==> config.mk <==
export PLATFORM = sky130hd
export DESIGN_NAME = udp_to_axi
export DESIGN_NICKNAME = d
export VERILOG_FILES = /design/src/rtl/eth_pkg.sv /design/src/rtl/udp_to_axi.sv
export SDC_FILE = /design/constraint.sdc
export NUM_CORES = 1
export LEC_CHECK = 0
export CORE_MARGIN = 8
export CORE_UTILIZATION = 46
export CTS_BUF_LIST = sky130_fd_sc_hd__clkbuf_4
export DETAILED_ROUTE_END_ITERATION = 8
export PLACE_DENSITY_LB_ADDON = 0.2
export SETUP_SLACK_MARGIN = 0.02
export SYNTH_ARGS = -nofsm -noshare
export SYNTH_HDL_FRONTEND = slang
export SYNTH_SLANG_ARGS = --single-unit
==> constraint.sdc <==
create_clock -name Clk -period 1.7 [get_ports Clk]
set_input_delay 0.255 -clock Clk [delete_from_list [all_inputs] [get_ports Clk]]
set_output_delay 0.255 -clock Clk [all_outputs]
set_load 0.03 [all_outputs]
==> src/rtl/eth_pkg.sv <==
// Shared Ethernet/UDP definitions used by the receive-side datapath blocks.
package eth_pkg;

  localparam int eth_udp_length_width = 16;

  typedef logic [eth_udp_length_width-1:0] eth_udp_length_t;

endpackage

==> src/rtl/udp_to_axi.sv <==
// Packs a UDP payload byte stream little-endian into AXI-stream words with keep/last.
// Optional length checking is built only when UDP_TO_AXI_LENGTH_CHECK_EN is defined.
module udp_to_axi
  import eth_pkg::*;
#(
  parameter int AXI_DATA_WIDTH = 32
) (
  input  logic                            Clk,
  input  logic                            Rst_n,
  input  logic [7:0]                      Udp_data,
  input  logic                            Udp_valid,
  input  logic                            Udp_last,
  input  logic [eth_udp_length_width-1:0] Udp_length,
  output logic                            Udp_ready,
  output logic                            M_axis_valid,
  output logic [AXI_DATA_WIDTH-1:0]       M_axis_data,
  output logic [AXI_DATA_WIDTH/8-1:0]     M_axis_keep,
  output logic                            M_axis_last,
  input  logic                            M_axis_ready
`ifdef UDP_TO_AXI_LENGTH_CHECK_EN
  ,
  output logic                            Length_error
`endif
);

  localparam int BPW   = AXI_DATA_WIDTH / 8;
  localparam int IDX_W = $clog2(BPW);

  typedef struct packed {
    logic [AXI_DATA_WIDTH-1:0] data;
    logic [BPW-1:0]            keep;
    logic                      last;
  } udp_to_axi_word_t;

  logic [(BPW-1)*8-1:0] acc_r;
  logic [IDX_W-1:0]     idx_r;
  udp_to_axi_word_t     out_r;
  logic                 out_valid_r;

  logic                      accept_s;
  logic                      word_done_s;
  logic [AXI_DATA_WIDTH-1:0] word_data_s;
  logic [BPW-1:0]            word_keep_s;
  udp_to_axi_word_t          word_s;

  // The output register can take a new word whenever it is empty or draining this edge.
  assign Udp_ready   = Rst_n && (!out_valid_r || M_axis_ready);
  assign accept_s    = Udp_valid && Udp_ready;
  assign word_done_s = accept_s && ((idx_r == IDX_W'(BPW - 1)) || Udp_last);

  // Lanes below idx come from the accumulator, lane idx is the incoming byte, the rest are zero.
  for (genvar j = 0; j < BPW - 1; j++) begin : g_lane
    assign word_data_s[j*8 +: 8] = (idx_r == IDX_W'(j)) ? Udp_data :
                                   ((idx_r > IDX_W'(j)) ? acc_r[j*8 +: 8] : 8'h00);
  end
  assign word_data_s[(BPW-1)*8 +: 8] = (idx_r == IDX_W'(BPW - 1)) ? Udp_data : 8'h00;

  for (genvar j = 0; j < BPW; j++) begin : g_keep
    assign word_keep_s[j] = (IDX_W'(j) <= idx_r);
  end

  // Assemble the candidate output word from the lane and keep vectors.
  always_comb begin
    word_s      = '0;
    word_s.data = word_data_s;
    word_s.keep = word_keep_s;
    word_s.last = Udp_last;
  end

  // Byte accumulator, lane index and output register.
  always_ff @(posedge Clk) begin
    if (!Rst_n) begin
      acc_r       <= '0;
      idx_r       <= '0;
      out_r       <= '0;
      out_valid_r <= 1'b0;
    end else begin
      if (accept_s) begin
        if (word_done_s) begin
          idx_r <= '0;
        end else begin
          idx_r <= idx_r + IDX_W'(1);
          for (int j = 0; j < BPW - 1; j++) begin
            if (idx_r == IDX_W'(j)) begin
              acc_r[j*8 +: 8] <= Udp_data;
            end
          end
        end
      end
      // A reload on the handshake edge keeps valid high for back-to-back words.
      if (word_done_s) begin
        out_r       <= word_s;
        out_valid_r <= 1'b1;
      end else if (M_axis_ready) begin
        out_valid_r <= 1'b0;
      end
    end
  end

  assign M_axis_valid = out_valid_r;
  assign M_axis_data  = out_r.data;
  assign M_axis_keep  = out_r.keep;
  assign M_axis_last  = out_r.last;

`ifdef UDP_TO_AXI_LENGTH_CHECK_EN
  logic [15:0]                     cnt_r;
  logic [eth_udp_length_width-1:0] len_r;
  logic                            start_r;
  logic                            len_err_r;
  logic [15:0]                     cnt_eff_s;
  logic [eth_udp_length_width-1:0] len_eff_s;
  logic [16:0]                     cnt_inc_s;

  // At packet start the count restarts and the live Udp_length is the reference.
  always_comb begin
    cnt_eff_s = 16'h0000;
    len_eff_s = '0;
    if (start_r) begin
      cnt_eff_s = 16'h0000;
      len_eff_s = Udp_length;
    end else begin
      cnt_eff_s = cnt_r;
      len_eff_s = len_r;
    end
    cnt_inc_s = {1'b0, cnt_eff_s} + 17'd1;
  end

  // Per-packet byte counter with saturation and a one-cycle mismatch pulse.
  always_ff @(posedge Clk) begin
    if (!Rst_n) begin
      cnt_r     <= 16'h0000;
      len_r     <= '0;
      start_r   <= 1'b1;
      len_err_r <= 1'b0;
    end else begin
      len_err_r <= accept_s && Udp_last && (cnt_inc_s != 17'(len_eff_s));
      if (accept_s) begin
        if (Udp_last) begin
          start_r <= 1'b1;
          cnt_r   <= 16'h0000;
        end else begin
          start_r <= 1'b0;
          len_r   <= len_eff_s;
          cnt_r   <= cnt_inc_s[16] ? 16'hFFFF : cnt_inc_s[15:0];
        end
      end
    end
  end

  assign Length_error = len_err_r;
`else
  logic unused_len_s;
  assign unused_len_s = ^Udp_length;
`endif

endmodule

# Word-level counts from Yosys, hierarchy flattened
# Cells that the tools add are included.
[classes]
addsub = 1
n_mul = 0
div_mod_pow = 0
order_cmp = 7
eq_ne = 3
n_shift = 0
muxes = 10
bitwise = 1
n_reduce_logical = 11
[op_table]
columns = ["op", "n"]
rows = [
  ["two-way mux 8 bit", 7],
  ["AND reduction 3 bit", 3],
  ["equality test 2 bit (second input constant)", 2],
  ["> comparator 2 x 1 -> 1 bit (second input constant)", 2],
  ["less-or-equal comparator 1 x 2 -> 1 bit (first input constant)", 2],
  ["less-or-equal comparator 2 bit (first input constant)", 2],
  ["logical AND 1 bit", 3],
  ["adder 2 x 1 -> 2 bit (second input constant)", 1],
  ["equality test 2 x 1 -> 1 bit (second input constant)", 1],
  ["> comparator 2 bit (second input constant)", 1],
  ["zero test 2 bit", 1],
  ["logical OR 1 bit", 2],
  ["two-way mux 1 bit", 2],
  ["two-way mux 2 bit", 1],
  ["nonzero test 2 bit", 1],
  ["zero test 1 bit", 1],
  ["NOT 1 bit", 1],
]
[totals]
ff_bits = 64
latch_bits = 0
mem_bits_rw = 0
romBits = 0
in_bits = 29
output_inout_bits = 39
memories = 0

# Depth between registers and ports, before layout
[logic_depth]
word_depth = 7
mapped_depth = 7

# Worst setup path after synthesis
# Ideal clock, no wire load.
[synth_timing]
kind = "reg2reg"
from = "register out_valid_r (netlist: M_axis_valid)"
to = "register out_r (netlist bit M_axis_keep[3])"
setup_time_ps = 116
arrival_ps = 1520
required_ps = 1584
setup_slack_ps = 64
path_stages_with_launch = 6
n_path_buf = 2
period_less_slack_ps = 1636
cell_sequence = "dfxtp_1 > or2b_2 > buf_2 > and4_1 > buf_2 > a31o_2"
[synth_via]
elab_chain_cells = 5
[synth_lines]
columns = ["element", "line_no", "text"]
rows = [
  ["start: declaration", "udp_to_axi.sv:38", "logic out_valid_r;"],
  ["start signal: assignment", "udp_to_axi.sv:76", "out_valid_r <= 1'b0;"],
  ["start signal: assignment", "udp_to_axi.sv:93", "out_valid_r <= 1'b1;"],
  ["start signal: assignment", "udp_to_axi.sv:95", "out_valid_r <= 1'b0;"],
  ["zero test 1 bit", "udp_to_axi.sv:47", "assign Udp_ready = Rst_n && (!out_valid_r || M_axis_ready);"],
  ["logical OR 1 bit", "udp_to_axi.sv:47", ""],
  ["logical AND 1 bit", "udp_to_axi.sv:47", ""],
  ["logical AND 1 bit", "udp_to_axi.sv:48", "assign accept_s = Udp_valid && Udp_ready;"],
  ["logical AND 1 bit", "udp_to_axi.sv:49", "assign word_done_s = accept_s && ((idx_r == IDX_W'(BPW - 1)) || Udp_last);"],
  ["end signal: assignment", "udp_to_axi.sv:92", "out_r <= word_s;"],
  ["end: declaration", "udp_to_axi.sv:37", "udp_to_axi_word_t out_r;"],
]
# Every way passes these cells.
# A chain may end at the register's enable or synchronous reset.

# Worst setup path after layout
[layout_timing]
from = "register out_valid_r (netlist: M_axis_valid)"
to = "output Udp_ready"
[layout_via]
elab_chain_cells = 3
[layout_lines]
columns = ["element", "line_no", "text"]
rows = [
  ["zero test 1 bit", "udp_to_axi.sv:47", ""],
  ["logical OR 1 bit", "udp_to_axi.sv:47", ""],
  ["logical AND 1 bit", "udp_to_axi.sv:47", ""],
  ["end: declaration", "udp_to_axi.sv:14", "output logic Udp_ready,"],
]
# Every way passes these cells.

==> flow_summary.yaml <==
floorplanning:
  ioPinCount: 68
  rows: 28
  start_util: 0.473
  fp.dieArea_um2: 8750
  core_area_um2: 5850
  fp.dieH_um: 93.5
  die_w_um: 93.5
placed_design:
  dp.cells: 400
  port_buffers: 51
  dpl.hpwl_mm: 4.90
  postPlaceCellArea_um2: 3460
  gp_congestion: 0.833
clocking:
  clk_pin_slew_ns: 0.10
  cts_tree: "yes"
  htreeDepth: 3
  postCtsHoldBufs: 0
  cts_num_sinks: 64
  cts-buffers-inserted: 9
  insertion_delay_ns: 0.39
  cts_buffer_depth: 2
  cts_root_buf: "clkbuf_4"
synth:
  synthTopCellsByCount: "64 x dfxtp_1, 43 x nand2_1, 42 x mux2i_1, 19 x o21ai_0"
  synthCells: 278
  yosysTopAreaCellShare: 0.463
  syn_area_per_cell_um2: 9.95
  ys_warn_count: 0
  synthFlopType: "dfxtp_1"
  synthArstFlopShare: 0
  syn-num-nets: 312
  synth-edff-count: 0
  seq_area_frac_synth: 0.463
  synth_area_leaders: "dfxtp_1 46%, mux2i_1 15%, nand2_1 5.8%"
  ys_seq_elements: 64
  synth_area_um2: 2770
  synth.distinct_cells: 30
  synth_most_common_cell: "dfxtp_1"
  synth_largest_area_cell: "dfxtp_1"
power_and_ir_drop:
  power_mw: 2.82
  netSwitchingPower_uw: 713
  seqPwrFrac: 0.545
  irDropWorstVdd_mv: 0.482
  p_int_mw: 2.11
  p_sw_frac: 0.253
  p_comb_frac: 0.107
  p_per_area_nw_per_um2: 792
  clkPwrFrac: 0.349
  p_leak_nw: 1.76
run:
  cap_violations: 0
min_path:
  worstHoldEndpoint: "M_axis_last"
  hp-start: "Rst_n"
  hp-class: "in -> reg"
  min_path_cells: 4
timing:
  worst_slew_pin_slew_ns: 0.449
  finalSetupViolations: 0
  hold_viol: 0
  fmax_mhz: 629
  max_slew_margin: 0.701
  min_period_ns: 1.59
  rsz0062_at_grt: "false"
  whs_ns: 0.425
  skew_ns: 0.00958
  drv_slew: 0
  finalCritPeriodShare: 0.935
global_route:
  antenna_found_initial: 0
  overflow: 0
  grt_pass1_wl_mm: 11.0
  grtUsageTotal: 0.161
  grt_pass1_vias: 2172
  grt_start_max_net_pins: 42
critical_path:
  start_kind: "register"
  critPathMaxStageDelay_ns: 0.33
  cp_data_required_time_ns: 1.44
  reg2reg_slack_ns: 0.15
  crit_path_end_kind: "output port"
  worst_path_max_delay_cell: "dfxtp_2"
  worst_r2r_endpoint: "acc_r[12]"
  path_max_fanout: 3
  path_class: "reg -> out"
  cp_cell_sequence: "or2b_2 -> and2_1 -> buf_4"
  reg2reg_from: "idx_r[1]"
  r2r_cells: 5
  cp.arrival_ns: 1.34
final_layout:
  final_area_um2: 3560
  utilization: 0.609
  drive_above_1_share: 0.138
  layout.cells.non_filler: 416
  diodes: 0
  layout.nets: 370
  area_growth_pct: 28.9
routing:
  final_antenna_net_count: 0
  routed_via_density: 5.53
  wire_per_inst_um: 16.6
  drcViolationCount: 0
  vias: 2301
  first_iter_violations: 124
  drt-total-wl_mm: 6.91
  firstDrtPassIters: 4
outcome:
  status: "finished, final reports clean"
-- routing by layer --
layer  track usage  share of wire
met1         0.206           0.47
met2         0.251           0.47
met3        0.0409          0.051
met4        0.0674          0.012
met5             0              0
-- cell type report --
type | instances | area, um2
Clock buffer | 11 | 82.6
Clock inverter | 5 | 47.5
Fill cell | 512 | 2290
Inverter | 3 | 11.3
Multi-Input combinational cell | 187 | 1380
Sequential cell | 64 | 1280
Tap cell | 75 | 93.8
Timing Repair Buffer | 71 | 671
-- cell families (layout without fill, tap and decap cells) --
kind of cell | after synthesis | in the layout | share of synthesized area
compound gates | 64 | 64 | 0.157
fa+ha+maj | 5 | 5 | 0.0226
buf+inv | 27 | 90 | 0.0434
flops | 64 | 64 | 0.463
mux | 42 | 42 | 0.152
simple gates | 76 | 76 | 0.162
-- registers in the layout (all words and copies together) (netlist names) --
name,flops
M_axis_data,32
acc_r,24
M_axis_keep,4
idx_r,2
M_axis_last,1
M_axis_valid,1
-- layout by cell type (no fill, tap or decap), drive strengths merged --
cell type,instances
a31o,1
a21boi,4
and2,2
nand4,4
nand3,2
and3b,16
nor2b,1
nand2,44
a32o,8
mux2i,42
o311ai,16
or2b,2
clkdlybuf4s50,11
inv,3
ha,5
dfxtp,64
clkbuf,11
bufinv,1
and4,1
dlymetal6s2s,4
o21ai,19
nor4,1
nor2,2
or2,1
clkinv,4
buf,22
dlygate4sd2,34
a21oi,16
-- repair_timing --
| action | in CTS | in global routing |
|---|---|---|
| endpoints found under the setup margin | 43 | 21 |
| setup buffers | 0 | 0 |
| resized for setup | 40 | 8 |
-- power by group through the flow --
stage | clock network, mW | logic (mW) | registers (mW)
finish | 0.984 | 0.301 | 1.54
global route | 1.08 | 0.320 | 1.54
CTS | 1.01 | 0.300 | 1.54
detailed placement | 0 | 0.312 | 1.57
global placement | 0 | 0.311 | 1.57
floorplan | 0 | 0.131 | 1.61
-- metrics by stage --
stage,setup WS (ns),TNS [ns]
after floorplan,0.0635,0
after global placement,-0.286,-2.25
after detailed placement,-0.285,-2.37
after CTS,0.0225,0
after global routing,0.0235,0
final,0.110,0
-- worst max-delay path by stage --
| stage | cells after the start | to | slack (ns) | start |
|---|---|---|---|---|
| final | 3 | Udp_ready | 0.11 | M_axis_valid |
| after CTS | 1 | M_axis_data[17] | 0.02 | M_axis_data[17] |
| after global placement | 4 | Udp_ready | -0.29 | M_axis_ready |
| after global routing | 3 | Udp_ready | 0.02 | M_axis_valid |
| after floorplan | 5 | M_axis_keep[3] | 0.06 | M_axis_valid |
| after detailed placement | 4 | Udp_ready | -0.29 | M_axis_ready |
-- worst max-delay path: cells and delay by family, from the launching register on --
kind                   cells  cell delay, ns
DFF                        1            0.33
and+or+nand+nor            2            0.46
buffers and inverters      1            0.16
No activity file was read; power rests on OpenSTA's default activity.
